<file path="config.mk">
export PLATFORM = sky130hd
export DESIGN_NAME = pipeline_hazard_ctrl
export DESIGN_NICKNAME = d
export VERILOG_FILES = /design/src/rtl/pipeline_hazard_ctrl_pkg.sv /design/src/rtl/pipeline_hazard_ctrl_hazard_detect.sv /design/src/rtl/pipeline_hazard_ctrl.sv
export SDC_FILE = /design/constraint.sdc
export NUM_CORES = 1
export LEC_CHECK = 0
export ABC_AREA = 1
export BUFFER_PORTS_ARGS = -buffer_cell sky130_fd_sc_hd__buf_2
export CAP_MARGIN = 30
export CELL_PAD_IN_SITES_DETAIL_PLACEMENT = 1
export CELL_PAD_IN_SITES_GLOBAL_PLACEMENT = 1
export CORE_MARGIN = 4
export CORE_UTILIZATION = 43
export CTS_CLUSTER_DIAMETER = 60
export DETAILED_ROUTE_END_ITERATION = 7
export PLACE_DENSITY_LB_ADDON = 0.1
export SKIP_CTS_REPAIR_TIMING = 1
export SLEW_MARGIN = 10
export SYNTH_ARGS = -nofsm -noshare
export SYNTH_HDL_FRONTEND = slang
export SYNTH_SLANG_ARGS = --single-unit
</file>
<file path="constraint.sdc">
create_clock -name CLK -period 4.42 [get_ports CLK]
set_clock_uncertainty 0.2 [all_clocks]
set_input_delay 0.442 -clock CLK [delete_from_list [all_inputs] [get_ports CLK]]
set_output_delay 0.442 -clock CLK [all_outputs]
set_load 0.05 [all_outputs]
</file>
<file path="src/rtl/pipeline_hazard_ctrl_pkg.sv">
`default_nettype none
// ============================================================================
// Module   : pipe_ctrl_pkg
// Purpose  : Shared encodings for the pipeline stall/flush sequencer. The
//            debug monitor and verification components import these too.
// Revision : 1.0 - initial release
// ============================================================================
package pipe_ctrl_pkg;

    // Registered cause of the previous cycle, visible on STATE
    typedef enum logic [1:0] {
        ST_RUN   = 2'd0,
        ST_DWAIT = 2'd1,
        ST_IWAIT = 2'd2,
        ST_LUSE  = 2'd3
    } state_t;

    // ID/EX mem-read code meaning "not a load"
    localparam logic [2:0] c_MEM_READ_NONE = 3'b000;

    // Width of the consecutive-busy watchdog counter
    localparam int c_BUSY_RUN_W = 16;

    // Saturating increment so the watchdog never wraps back below TIMEOUT
    function automatic logic [c_BUSY_RUN_W-1:0] sat_inc(input logic [c_BUSY_RUN_W-1:0] v);
        return (v == {c_BUSY_RUN_W{1'b1}}) ? v : v + 1'b1;
    endfunction

endpackage
`default_nettype wire

</file>
<file path="src/rtl/pipeline_hazard_ctrl_hazard_detect.sv">
`default_nettype none
// ============================================================================
// Module   : hazard_detect
// Purpose  : Combinational load-use compare between the instruction in ID
//            and the load sitting in ID/EX.
// Revision : 1.0 - initial release
// ============================================================================
module hazard_detect
    import pipe_ctrl_pkg::*;
(
    input  logic [4:0] ID_RS1,
    input  logic [4:0] ID_RS2,
    input  logic       ID_USE_RS1,
    input  logic       ID_USE_RS2,
    input  logic [2:0] EX_MEM_READ,
    input  logic       EX_REG_WRITE,
    input  logic [4:0] EX_RD,
    output logic       LUSE_HIT
);

    logic w_is_load;
    logic w_rs1_hit;
    logic w_rs2_hit;

    // x0 is never a real producer, so a load targeting it cannot create a hazard
    assign w_is_load = (EX_MEM_READ != c_MEM_READ_NONE) && EX_REG_WRITE && (EX_RD != 5'd0);
    assign w_rs1_hit = ID_USE_RS1 && (ID_RS1 == EX_RD);
    assign w_rs2_hit = ID_USE_RS2 && (ID_RS2 == EX_RD);
    assign LUSE_HIT  = w_is_load && (w_rs1_hit || w_rs2_hit);

endmodule
`default_nettype wire

</file>
<file path="src/rtl/pipeline_hazard_ctrl.sv">
`default_nettype none
// ============================================================================
// Module   : pipeline_hazard_ctrl
// Purpose  : Stall/flush sequencer for the 5-stage RV32 pipeline. Resolves
//            D-cache wait, taken branch, load-use and I-cache wait by fixed
//            priority, counts stall cycles and branch flushes, and raises a
//            sticky flag when memory stays busy too long.
// Revision : 1.0 - initial release
// ============================================================================
module pipeline_hazard_ctrl
    import pipe_ctrl_pkg::*;
#(
    parameter int CNT_W   = 32,
    parameter int TIMEOUT = 255
) (
    input  logic             CLK,
    input  logic             RESET_N,
    input  logic             IMEM_BUSY,
    input  logic             DMEM_BUSY,
    input  logic [4:0]       ID_RS1,
    input  logic [4:0]       ID_RS2,
    input  logic             ID_USE_RS1,
    input  logic             ID_USE_RS2,
    input  logic [2:0]       EX_MEM_READ,
    input  logic             EX_REG_WRITE,
    input  logic [4:0]       EX_RD,
    input  logic             MEM_BRANCH_RES,
    output logic             PC_SEL,
    output logic             STALL_PC,
    output logic             STALL_IFID,
    output logic             STALL_IDEX,
    output logic             STALL_EXMEM,
    output logic             STALL_MEMWB,
    output logic             FLUSH_IFID,
    output logic             FLUSH_IDEX,
    output logic             FLUSH_EXMEM,
    output logic [1:0]       STATE,
    output logic [CNT_W-1:0] STALL_COUNT,
    output logic [CNT_W-1:0] FLUSH_COUNT,
    output logic             HANG_ERR
);

    localparam logic [c_BUSY_RUN_W-1:0] c_TIMEOUT = TIMEOUT[c_BUSY_RUN_W-1:0];

    logic                    w_luse_hit;
    logic                    w_branch_sel;
    logic                    w_busy_cycle;
    state_t                  w_next_state;
    logic [c_BUSY_RUN_W-1:0] w_busy_next;

    state_t                  r_state;
    logic [CNT_W-1:0]        r_stall_cnt;
    logic [CNT_W-1:0]        r_flush_cnt;
    logic [c_BUSY_RUN_W-1:0] r_busy_run;
    logic                    r_hang;

    hazard_detect u_hazard_detect (
        .ID_RS1       (ID_RS1),
        .ID_RS2       (ID_RS2),
        .ID_USE_RS1   (ID_USE_RS1),
        .ID_USE_RS2   (ID_USE_RS2),
        .EX_MEM_READ  (EX_MEM_READ),
        .EX_REG_WRITE (EX_REG_WRITE),
        .EX_RD        (EX_RD),
        .LUSE_HIT     (w_luse_hit)
    );

    // Priority encoder: D-cache wait > branch > load-use > I-cache wait > run.
    // A branch or load-use hidden behind DMEM_BUSY is re-evaluated naturally on
    // release because the stalled pipeline registers keep presenting it.
    always_comb begin
        PC_SEL       = 1'b0;
        STALL_PC     = 1'b0;
        STALL_IFID   = 1'b0;
        STALL_IDEX   = 1'b0;
        STALL_EXMEM  = 1'b0;
        STALL_MEMWB  = 1'b0;
        FLUSH_IFID   = 1'b0;
        FLUSH_IDEX   = 1'b0;
        FLUSH_EXMEM  = 1'b0;
        w_branch_sel = 1'b0;
        w_busy_cycle = 1'b0;
        w_next_state = ST_RUN;
        if (!RESET_N) begin
            // Clear the pipeline while reset is held; no stalls survive reset
            FLUSH_IFID  = 1'b1;
            FLUSH_IDEX  = 1'b1;
            FLUSH_EXMEM = 1'b1;
        end else if (DMEM_BUSY) begin
            STALL_PC     = 1'b1;
            STALL_IFID   = 1'b1;
            STALL_IDEX   = 1'b1;
            STALL_EXMEM  = 1'b1;
            STALL_MEMWB  = 1'b1;
            w_busy_cycle = 1'b1;
            w_next_state = ST_DWAIT;
        end else if (MEM_BRANCH_RES) begin
            // Redirect even when the I-cache is busy; it must accept the new PC
            PC_SEL       = 1'b1;
            FLUSH_IFID   = 1'b1;
            FLUSH_IDEX   = 1'b1;
            FLUSH_EXMEM  = 1'b1;
            w_branch_sel = 1'b1;
            w_next_state = ST_RUN;
        end else if (w_luse_hit) begin
            STALL_PC     = 1'b1;
            STALL_IFID   = 1'b1;
            FLUSH_IDEX   = 1'b1;
            w_next_state = ST_LUSE;
        end else if (IMEM_BUSY) begin
            // Front end holds, a bubble enters EX and older stages drain
            STALL_PC     = 1'b1;
            STALL_IFID   = 1'b1;
            FLUSH_IDEX   = 1'b1;
            w_busy_cycle = 1'b1;
            w_next_state = ST_IWAIT;
        end
    end

    assign w_busy_next = w_busy_cycle ? sat_inc(r_busy_run) : '0;

    // State register, event counters and busy watchdog
    always_ff @(posedge CLK or negedge RESET_N) begin
        if (!RESET_N) begin
            r_state     <= ST_RUN;
            r_stall_cnt <= '0;
            r_flush_cnt <= '0;
            r_busy_run  <= '0;
            r_hang      <= 1'b0;
        end else begin
            r_state     <= w_next_state;
            r_stall_cnt <= r_stall_cnt + {{(CNT_W-1){1'b0}}, STALL_PC};
            r_flush_cnt <= r_flush_cnt + {{(CNT_W-1){1'b0}}, w_branch_sel};
            r_busy_run  <= w_busy_next;
            if (w_busy_next >= c_TIMEOUT) begin
                r_hang <= 1'b1;
            end
        end
    end

    assign STATE       = r_state;
    assign STALL_COUNT = r_stall_cnt;
    assign FLUSH_COUNT = r_flush_cnt;
    assign HANG_ERR    = r_hang;

endmodule
`default_nettype wire

</file>
==> flow_summary.ini <==
[flow_run]
drv_cap = 0

[timing]
worst_slew_pin_slew_ps = 920
fin_crit_ps = 3420
setup_viol = 0
period_share_pct = 77.3
rsz0062_at_grt = no
layout_setup_ws_ps = 1000
timing.hold.ws_ps = 98.7
fmax_ghz = 0.293
tns_ps = 0
maxSlewViolCount = 0
slew_headroom_pct = 38.5
hold_violations = 0

[routing]
post_drt_wl_per_cell_um = 15.3
wirelength_um = 11800
drtIter0Drc = 98
ant_nets = 0
via_count = 3845
dr.pass1.iters = 4
vias_per_cell = 4.99
post-route-drc-count = 0

[place]
pre_cts_ws_ps = 1030
placedCellCount = 753
placed_cell_area_um2 = 5150
portBuffers = 101
gp_congestion = 0.819
hpwl_um = 9200

[critical_path]
critPathSlowestCell = dlygate4sd3_1
cp.required_ps = 4460
cp.arrival_ps = 3460
cp-start-kind = input port
critPathKind = input port to flop
max_stage_delay_ps = 530
startpoint = RESET_N
cp_max_fo = 21
worst_path_most_repeated_cell = nor2_2
r2r-start = r_busy_run[0]
cp_cell_sequence = dlygate4sd3_1 > buf_4 > nand2_1 > o21ai_0 > or2_2 > ha_1 > ha_1 > nand3_2 > nor2_2 > nand4_1 > nor2_2 > nand4_2 > nor2_2 > nand4_1 > xnor2_1
r2r_slack_ps = 1780
critPathCaptureType = flop

[clock_network]
numClockSinks = 83
cts_buffers = 9
clkLatencyLatePin_ps = 350
path_clk_slew_ps = 90
cts_tree = yes
clock_path_buffers = 2
root_buffer = clkbuf_8
htreeDepth = 3

[final_layout]
design_area_um2 = 5320
n_fill_cell = 1296
fin_cells = 770
nets = 660
num_antenna_cells = 0
synthToLayoutAreaGrowth_pct = 18.1
drive_above_1_share_pct = 24.9

[floorplanning]
die_h_um = 110
core_area_um2 = 10300
dieArea_um2 = 12200
initial_core_util_pct = 43.8
die_w_um = 110
rows = 37
io_pins = 102

[power_and_ir_drop]
power_frac_comb_pct = 21.9
seqPwrFrac_pct = 50.3
p_switching_mw = 0.628
p_clk_share_pct = 27.9
p_leak_nw = 2.87
peakVddDrop_mv = 0.325
swShare_pct = 36.3
p_int_mw = 1.10
p_per_area_nw_per_um2 = 325

[yosys]
synth_seq_cells = 83
synth.yosys.seq_area_share_pct = 46.1
syn_avg_cell_area_um2 = 8.63
synthTopCellsByArea = dfrtp_1 (46%), nand2_1 (8.8%), xor2_1 (8.4%)
yosysTopAreaCell = dfrtp_1
synthArstFlopShare_pct = 100
synth_edf_count = 0
yosysWarnings = 0
synthCells = 522
syn_nets = 553
yosysMostFrequentCell = nand2_1
ys_types = 36
synth_top_area_share_pct = 46.1
ys.flop_type = dfrtp_1
synth_commonest_cells = nand2_1 (106), dfrtp_1 (83), inv_1 (69)
synth_area_um2 = 4510

[global_routing]
grt-ovfl-total = 0
grt_pass1_wl_um = 19700
grt_max_degree = 68
antenna_found_initial = 0
grt_usage_pct = 20.7
grt_pass1_vias = 4028

[min_path]
hp-class = input port to flop
hold_start = DMEM_BUSY

[run_status]
outcome = finished clean
## layout by cell type, fill, tap and decap left out, types with 19 or more instances in the layout
cell	instances
nand2_1	106
nand4_1	19
xnor2_1	19
nor2_1	47
nor3_1	21
dfrtp_1	83
nand3_1	26
xor2_1	43
inv_1	69
buf_2	100
## flip-flops by register name (all words and copies together), names as in the netlist
| name | count |
|---|---|
| HANG_ERR | 1 |
| r_busy_run | 16 |
| STATE | 2 |
| STALL_COUNT | 32 |
| FLUSH_COUNT | 32 |
## critical path, delay by kind of cell
kind            cells  cell delay, ps
compound gates      1             270
buf+inv             2             810
xor+xnor            1             140
simple gates        9            1370
fa+ha+maj           2             390
## stage by stage
| step | utilization (%) | power, mW |
|---|---|---|
| 2_1_floorplan | - | 1.14 |
| 3_3_place_gp | 50.1 | 1.26 |
| 3_5_place_dp | 50.1 | 1.26 |
| 4_1_cts | 51.7 | 1.75 |
| 5_1_grt | 51.8 | 1.82 |
| 6_report | 51.8 | 1.73 |
## cells by family (layout without fill, tap and decap cells)
family | count (synthesis) | count (layout) | share of synthesized area (%)
compound gates | 28 | 28 | 3.39
xor+xnor | 64 | 64 | 12.8
flops | 83 | 83 | 46.1
simple gates | 265 | 265 | 29.6
fa+ha+maj | 5 | 5 | 1.39
buf+inv | 77 | 189 | 6.78
## area by class of cell
| cell class | instances | area [µm²] | area share, % |
|---|---|---|---|
| clock inverter | 4 | 27.5 | 0.517 |
| tap | 136 | 170 | 3.20 |
| inverter | 70 | 263 | 4.94 |
| multi-input combinational | 362 | 2120 | 39.9 |
| clock buffer | 12 | 135 | 2.54 |
| timing repair buffer | 103 | 526 | 9.88 |
| sequential | 83 | 2080 | 39.0 |
## worst paths after layout
| kind | cells past startpoint | endpoint |
|---|---|---|
| max | 15 | STALL_COUNT[30] |
| min | 2 | STATE[1] |
| max reg2reg | 8 | HANG_ERR |
| min reg2reg | 1 | STALL_COUNT[31] |
| max in group asynchronous | 3 | STATE[1] |
| min in group asynchronous | 2 | FLUSH_COUNT[15] |
## power by group through the flow
stage / sequential [mW] / combinational, mW / clock [mW]
finish: 0.868 / 0.378 / 0.482
global route: 0.878 / 0.409 / 0.536
CTS: 0.869 / 0.384 / 0.497
detailed placement: 0.881 / 0.383 / 0
global placement: 0.877 / 0.378 / 0
floorplan: 1.04 / 0.0975 / 0
## per-layer routing
metal	vias up	wire length (µm)	global-route usage, %
met1	1885	5240	27.5
li1	1878	-	-
met4	0	134	6.77
met2	71	5770	33.2
met5	-	0	0
met3	11	636	5.24
Power figures use the tool's default switching activity.
